[config.mk]
export PLATFORM = sky130hd
export DESIGN_NAME = taxi_disp_scan
export DESIGN_NICKNAME = d
export VERILOG_FILES = /design/src/rtl/taxi_disp_scan.sv
export SDC_FILE = /design/constraint.sdc
export NUM_CORES = 1
export LEC_CHECK = 0
export BUFFER_PORTS_ARGS = -buffer_cell sky130_fd_sc_hd__buf_2
export CORE_MARGIN = 2
export CORE_UTILIZATION = 57
export CTS_BUF_LIST = sky130_fd_sc_hd__clkbuf_4 sky130_fd_sc_hd__clkbuf_8 sky130_fd_sc_hd__clkbuf_16
export DETAILED_ROUTE_END_ITERATION = 16
export HOLD_SLACK_MARGIN = 0.08
export PLACE_DENSITY = 0.79
export SYNTH_ARGS = -nofsm -noshare
export SYNTH_HDL_FRONTEND = slang
export SYNTH_SLANG_ARGS = --single-unit
[constraint.sdc]
create_clock -name clk -period 2.71 [get_ports clk]
set_input_delay 0.542 -clock clk [delete_from_list [all_inputs] [get_ports clk]]
set_output_delay 0.542 -clock clk [all_outputs]
set_load 0.01 [all_outputs]
[src/rtl/taxi_disp_scan.sv]
// taxi_disp_scan: double-dabble BCD converter and 8-digit seven-segment scanner for the taximeter
// Ports: clk/rst (sync, active-high); op selects fare/mileage/wait/blank; cost, mil, timee are binary values;
// seg is the active-low digit enable, codeout the {dp,g..a} segments, upd pulses while a result loads.
// Optional TAXI_LZB_EN enables leading-zero blanking.
module taxi_disp_scan #(
    parameter int SCAN_DIV = 1
) (
    input  logic        clk,
    input  logic        rst,
    input  logic [1:0]  op,
    input  logic [10:0] cost,
    input  logic [7:0]  mil,
    input  logic [6:0]  timee,
    output logic [7:0]  seg,
    output logic [7:0]  codeout,
    output logic        upd
);
    localparam int PW = SCAN_DIV > 1 ? $clog2(SCAN_DIV) : 1;
    typedef enum logic [1:0] {LATCH, SHIFT, LOAD} state_t;
    state_t      state_q;
    logic [1:0]  op_l_q, disp_op_q;
    logic [10:0] bin_q, bin_d;
    logic [15:0] bcd_q, bcd_d, bcd_adj, disp_q;
    logic [3:0]  cnt_q, nib;
    logic [PW-1:0] presc_q;
    logic [2:0]  idx_q;
    logic        hide;
    logic [7:0]  code_d;
    function automatic logic [7:0] seg7(input logic [3:0] d);
        case (d)
            4'd0: seg7 = 8'h3F;
            4'd1: seg7 = 8'h06;
            4'd2: seg7 = 8'h5B;
            4'd3: seg7 = 8'h4F;
            4'd4: seg7 = 8'h66;
            4'd5: seg7 = 8'h6D;
            4'd6: seg7 = 8'h7D;
            4'd7: seg7 = 8'h07;
            4'd8: seg7 = 8'h7F;
            4'd9: seg7 = 8'h6F;
            default: seg7 = 8'h00;
        endcase
    endfunction
    always_comb begin
        bcd_adj = bcd_q;
        for (int i = 0; i < 4; i++)
            bcd_adj[4*i +: 4] = bcd_q[4*i +: 4] >= 4'd5 ? bcd_q[4*i +: 4] + 4'd3 : bcd_q[4*i +: 4];
        {bcd_d, bin_d} = {bcd_adj, bin_q} << 1;
    end
    always_comb begin
        nib = disp_q[{idx_q[1:0], 2'b00} +: 4];
`ifdef TAXI_LZB_EN
        // A digit is a leading zero when it and every more significant digit are zero;
        // digit 1 is only blanked for waiting time, which carries no decimal point.
        hide = idx_q == 3'd3 ? disp_q[15:12] == 4'd0 :
               idx_q == 3'd2 ? disp_q[15:8] == 8'd0 :
               idx_q == 3'd1 ? disp_q[15:4] == 12'd0 && disp_op_q == 2'd2 : 1'b0;
`else
        hide = 1'b0;
`endif
        code_d = disp_op_q == 2'd3 ? 8'h00 :
                 idx_q == 3'd7     ? seg7({2'b00, disp_op_q}) :
                 idx_q[2]          ? 8'h00 :
                 (hide ? 8'h00 : seg7(nib)) | {idx_q == 3'd1 && !disp_op_q[1], 7'b0};
    end
    always_ff @(posedge clk) begin
        if (rst) begin
            state_q   <= LATCH;
            op_l_q    <= 2'd0;
            bin_q     <= '0;
            bcd_q     <= '0;
            cnt_q     <= '0;
            disp_q    <= '0;
            disp_op_q <= 2'd3;
            upd       <= 1'b0;
        end else begin
            upd <= 1'b0;
            case (state_q)
                LATCH: begin
                    op_l_q  <= op;
                    bin_q   <= op == 2'd0 ? cost : op == 2'd1 ? {3'b0, mil} : op == 2'd2 ? {4'b0, timee} : 11'd0;
                    bcd_q   <= '0;
                    cnt_q   <= '0;
                    state_q <= SHIFT;
                end
                SHIFT: begin
                    bcd_q <= bcd_d;
                    bin_q <= bin_d;
                    cnt_q <= cnt_q + 4'd1;
                    // upd is raised on entry so it is high during the LOAD cycle itself
                    if (cnt_q == 4'd10) begin
                        state_q <= LOAD;
                        upd     <= 1'b1;
                    end
                end
                LOAD: begin
                    disp_q    <= bcd_q;
                    disp_op_q <= op_l_q;
                    state_q   <= LATCH;
                end
                default: state_q <= LATCH;
            endcase
        end
    end
    always_ff @(posedge clk) begin
        if (rst) begin
            presc_q <= '0;
            idx_q   <= 3'd0;
            seg     <= 8'hFF;
            codeout <= 8'h00;
        end else begin
            seg     <= ~(8'd1 << idx_q);
            codeout <= code_d;
            if (presc_q == PW'(SCAN_DIV - 1)) begin
                presc_q <= '0;
                idx_q   <= idx_q + 3'd1;
            end else begin
                presc_q <= presc_q + PW'(1);
            end
        end
    end
endmodule

==> out/qor.yml <==
cts:
  cts_sinks: 74
  postCtsResizedCells: 0
  numCtsBuffers: 9
  clk_latency_ns: 0.35
  cts_tree: "built"
  postCtsHoldBufs: 0
  clk_pin_slew_ns: 0.08
  clk_path_buf_depth: 2
  htreeDepth: 3
  post_cts_buffers: 0
  cts-root-buf: "clkbuf_8"
routing:
  routedWlPerCell_um: 13.2
  via_count: 2976
  drc: 0
  via_per_inst: 5.54
  firstDrtPassIters: 5
  drt_iter0_drc: 140
  ant_nets: 0
  routed_wl_um: 7110
timing:
  fin_skew_ns: 0.00920
  setup_viol: 0
  fin_crit_sh_pct: 77.1
  min_period_ns: 2.09
  slew_violations: 0
  rsz0062_at_grt: "false"
  hold_viol: 0
  fmax_mhz: 479
  slew_headroom_pct: 56.3
  worst_pin_slew_ns: 0.649
  tns_ns: 0
critical_path:
  crit_type: "reg2reg"
  reg2reg_setup_slack_ns: 0.62
  path_cells: "mux4_2, inv_1, ha_1, nor2_1, o21ai_0, o41ai_1"
  critical_path.max_fanout: 9
  cp-start-kind: "flip-flop"
  crit-reg2reg-launch: "idx_q[1]$_SDFFE_PP0N_"
  required_ns: 2.96
  end_kind: "flip-flop"
  slowest_delay_ns: 0.66
  slowest_stage: "mux4_2"
  cp.arrival_ns: 2.34
  r2r-end: "codeout[1]$_SDFF_PP0_"
  reg2regPathDepth: 6
logic_synthesis:
  synth_xor_area_share_pct: 1.99
  synthesis.instances: 420
  syn_area_per_cell_sq_um: 8.39
  synth_nets: 474
  synth-main-ff-cell: "dfxtp_1"
  synth_adder_area_share_pct: 8.52
  synth.distinct_cells: 43
  synthMuxAreaShare_pct: 7.46
  async_flop_share_pct: 0
  synthSimpleGateAreaFrac_pct: 19.6
  synth-seq-cells: 74
  synth_top_family_by_area: "simple AND/OR/NAND/NOR gates"
  synth_compound_area_share_pct: 15.4
  yosysWarnings: 0
  synth-edff-count: 0
  ys_seq_area_share_pct: 42.0
  syn_area_sq_um: 3520
pwr:
  leakagePower_nw: 1.65
  cellPowerDensity_nw_per_um2: 567
  finalPower_w: 0.00228
  vdd_drop_max_uv: 423
floorplanning:
  start_util_pct: 59.2
  die_h_um: 82.6
  dieArea_sq_um: 6830
  design.core.area_sq_um: 5960
  rows: 28
  io_pins: 47
  die_w_um: 82.6
hold_path:
  worstHoldPathCells: 3
  hold_path_class: "in2reg"
  hold_path_startpoint: "cost[9]"
  holdPathEnd: "bin_q[9]$_SDFFE_PP0P_"
cells_and_area:
  layout-drive-gt1-share_pct: 16.0
  multi_input_area_sq_um: 1870
  n_antenna_cell: 0
  fill_cells: 497
  layout.nets: 511
  syn_to_final_growth_pct: 14.2
  seqCellArea_sq_um: 1480
placed_design:
  portBuffers: 46
  place.gp.congestion: 0.791
  hpwl_um: 5040
global_route:
  antenna_found_initial: 0
  grt_max_degree: 63
  grt_pass1_wl_um: 12000
  gr-total-overflow: 0
  grt_pass1_vias: 2795
  grt_util_all_layers_pct: 22.8
run_status:
  outcome: "complete, no violations"
flow_run:
  drv_cap: 0
## cells by family after synthesis
logic type,count (synthesis)
buf+inv,43
flops,74
other cells,1
xor+xnor,8
simple gates,154
mux,22
fa+ha+maj,24
compound gates,94
## Yosys cell counts (2+ instances only)
library cell | instances | share of area (%)
inv_1 | 17 | 1.8
a21oi_1 | 42 | 6.0
nor2b_1 | 5 | 0.89
nor4_1 | 2 | 0.36
nand2b_1 | 8 | 1.4
a22oi_1 | 6 | 1.3
buf_2 | 3 | 0.43
xnor2_1 | 4 | 0.99
and2_1 | 3 | 0.53
nand2_1 | 70 | 7.5
mux4_2 | 2 | 1.3
nor2_1 | 42 | 4.5
a211o_1 | 3 | 0.75
nor3_1 | 8 | 1.1
clkbuf_1 | 20 | 2.1
dfxtp_1 | 74 | 42
nor3b_1 | 4 | 0.85
o22ai_1 | 6 | 1.1
mux2i_1 | 18 | 5.1
o21ai_1 | 2 | 0.28
o21ai_0 | 23 | 3.3
a21o_1 | 2 | 0.43
buf_1 | 2 | 0.21
xor2_1 | 4 | 0.99
a221oi_1 | 3 | 0.75
ha_1 | 24 | 8.5
nand3_1 | 7 | 0.99
## cell type report
type / instances / area share (%)
flip-flops and latches: 74 / 36.8
multi-input cells: 303 / 46.4
well taps: 75 / 2.33
inverters: 17 / 1.59
repair buffers: 52 / 6.84
clock inverters: 7 / 2.92
clock buffers: 9 / 3.08
## per-layer routing
| metal | GRT usage, % | share of wire (%) | vias to the layer above |
|---|---|---|---|
| met5 | 0 | 0 | - |
| met4 | 9.18 | 1.6 | 0 |
| met3 | 5.43 | 3.3 | 13 |
| met2 | 39.8 | 51 | 56 |
| met1 | 26.9 | 44 | 1409 |
| li1 | - | - | 1498 |
## stage by stage
step           hold slack [ns]  cell area, sq um  utilization [%]  worst slack, ns  cells
2_1_floorplan            0.429              3520                -            0.819    420
3_3_place_gp             0.440              3780             63.5            0.687    521
3_5_place_dp             0.447              3780             63.5            0.629    521
4_1_cts                  0.422              4030             67.6            0.604    537
5_1_grt                  0.452              4030             67.6            0.467    537
6_report                 0.432              4030             67.6            0.621    537
## power breakdown
part,total (W),switching (W),leakage [nW],internal [W]
sequential,0.00112,0.0000184,0.600,0.00111
combinational,0.000130,0.0000716,0.922,0.0000585
clock,0.00103,0.000414,0.123,0.000611
total,0.00228,0.000504,1.65,0.00178
## cells in the final DEF, fill, tap and decap left out, drive strengths merged, types with 2 or more instances in the layout
cell type and n:
nand3 7, and2b 2, o21ai 25, nor3b 4
clkinv 4, xor2 4, xnor2 4, nand2b 8
ha 24, a21o 2, mux2i 18, nand2 70
nor2 42, nor2b 5, o22ai 6, clkbuf 9
a21oi 42, a211o 3, a22oi 6, nor4 2
mux4 3, a221oi 3, and2 3, inv 17
dfxtp 74, buf 52, nor3 8, bufinv 3
## sequential cells by signal, summed over array words and instances, names as in the netlist
register and flops:
bin_q 11, op_l_q 2, upd 1, disp_q 16
bcd_q 16, cnt_q 4, disp_op_q 2, seg 8
codeout 8, presc_q 1, state_q 2, idx_q 3
## worst max-delay path, delay by kind of cell (launching register included)
kind,cells,cell delay (ns)
multiplexers,1,0.66
flip-flops,1,0.56
AO/OA/AOI/OAI,2,0.30
adder cells (fa/ha/maj),1,0.24
buffers and inverters,1,0.12
AND/OR/NAND/NOR,1,0.10
## worst max-delay path by stage
stage | endpoint | cells past startpoint | startpoint
after floorplan | codeout[1]$_SDFF_PP0_ | 7 | idx_q[0]$_SDFFE_PP0N_
after global placement | codeout[1]$_SDFF_PP0_ | 6 | idx_q[1]$_SDFFE_PP0N_
after detailed placement | codeout[1]$_SDFF_PP0_ | 6 | idx_q[1]$_SDFFE_PP0N_
after CTS | codeout[1]$_SDFF_PP0_ | 6 | idx_q[1]$_SDFFE_PP0N_
after global routing | codeout[1]$_SDFF_PP0_ | 6 | idx_q[1]$_SDFFE_PP0N_
final | codeout[1]$_SDFF_PP0_ | 6 | idx_q[1]$_SDFFE_PP0N_
Note: power is estimated with default switching activity, not from simulation.
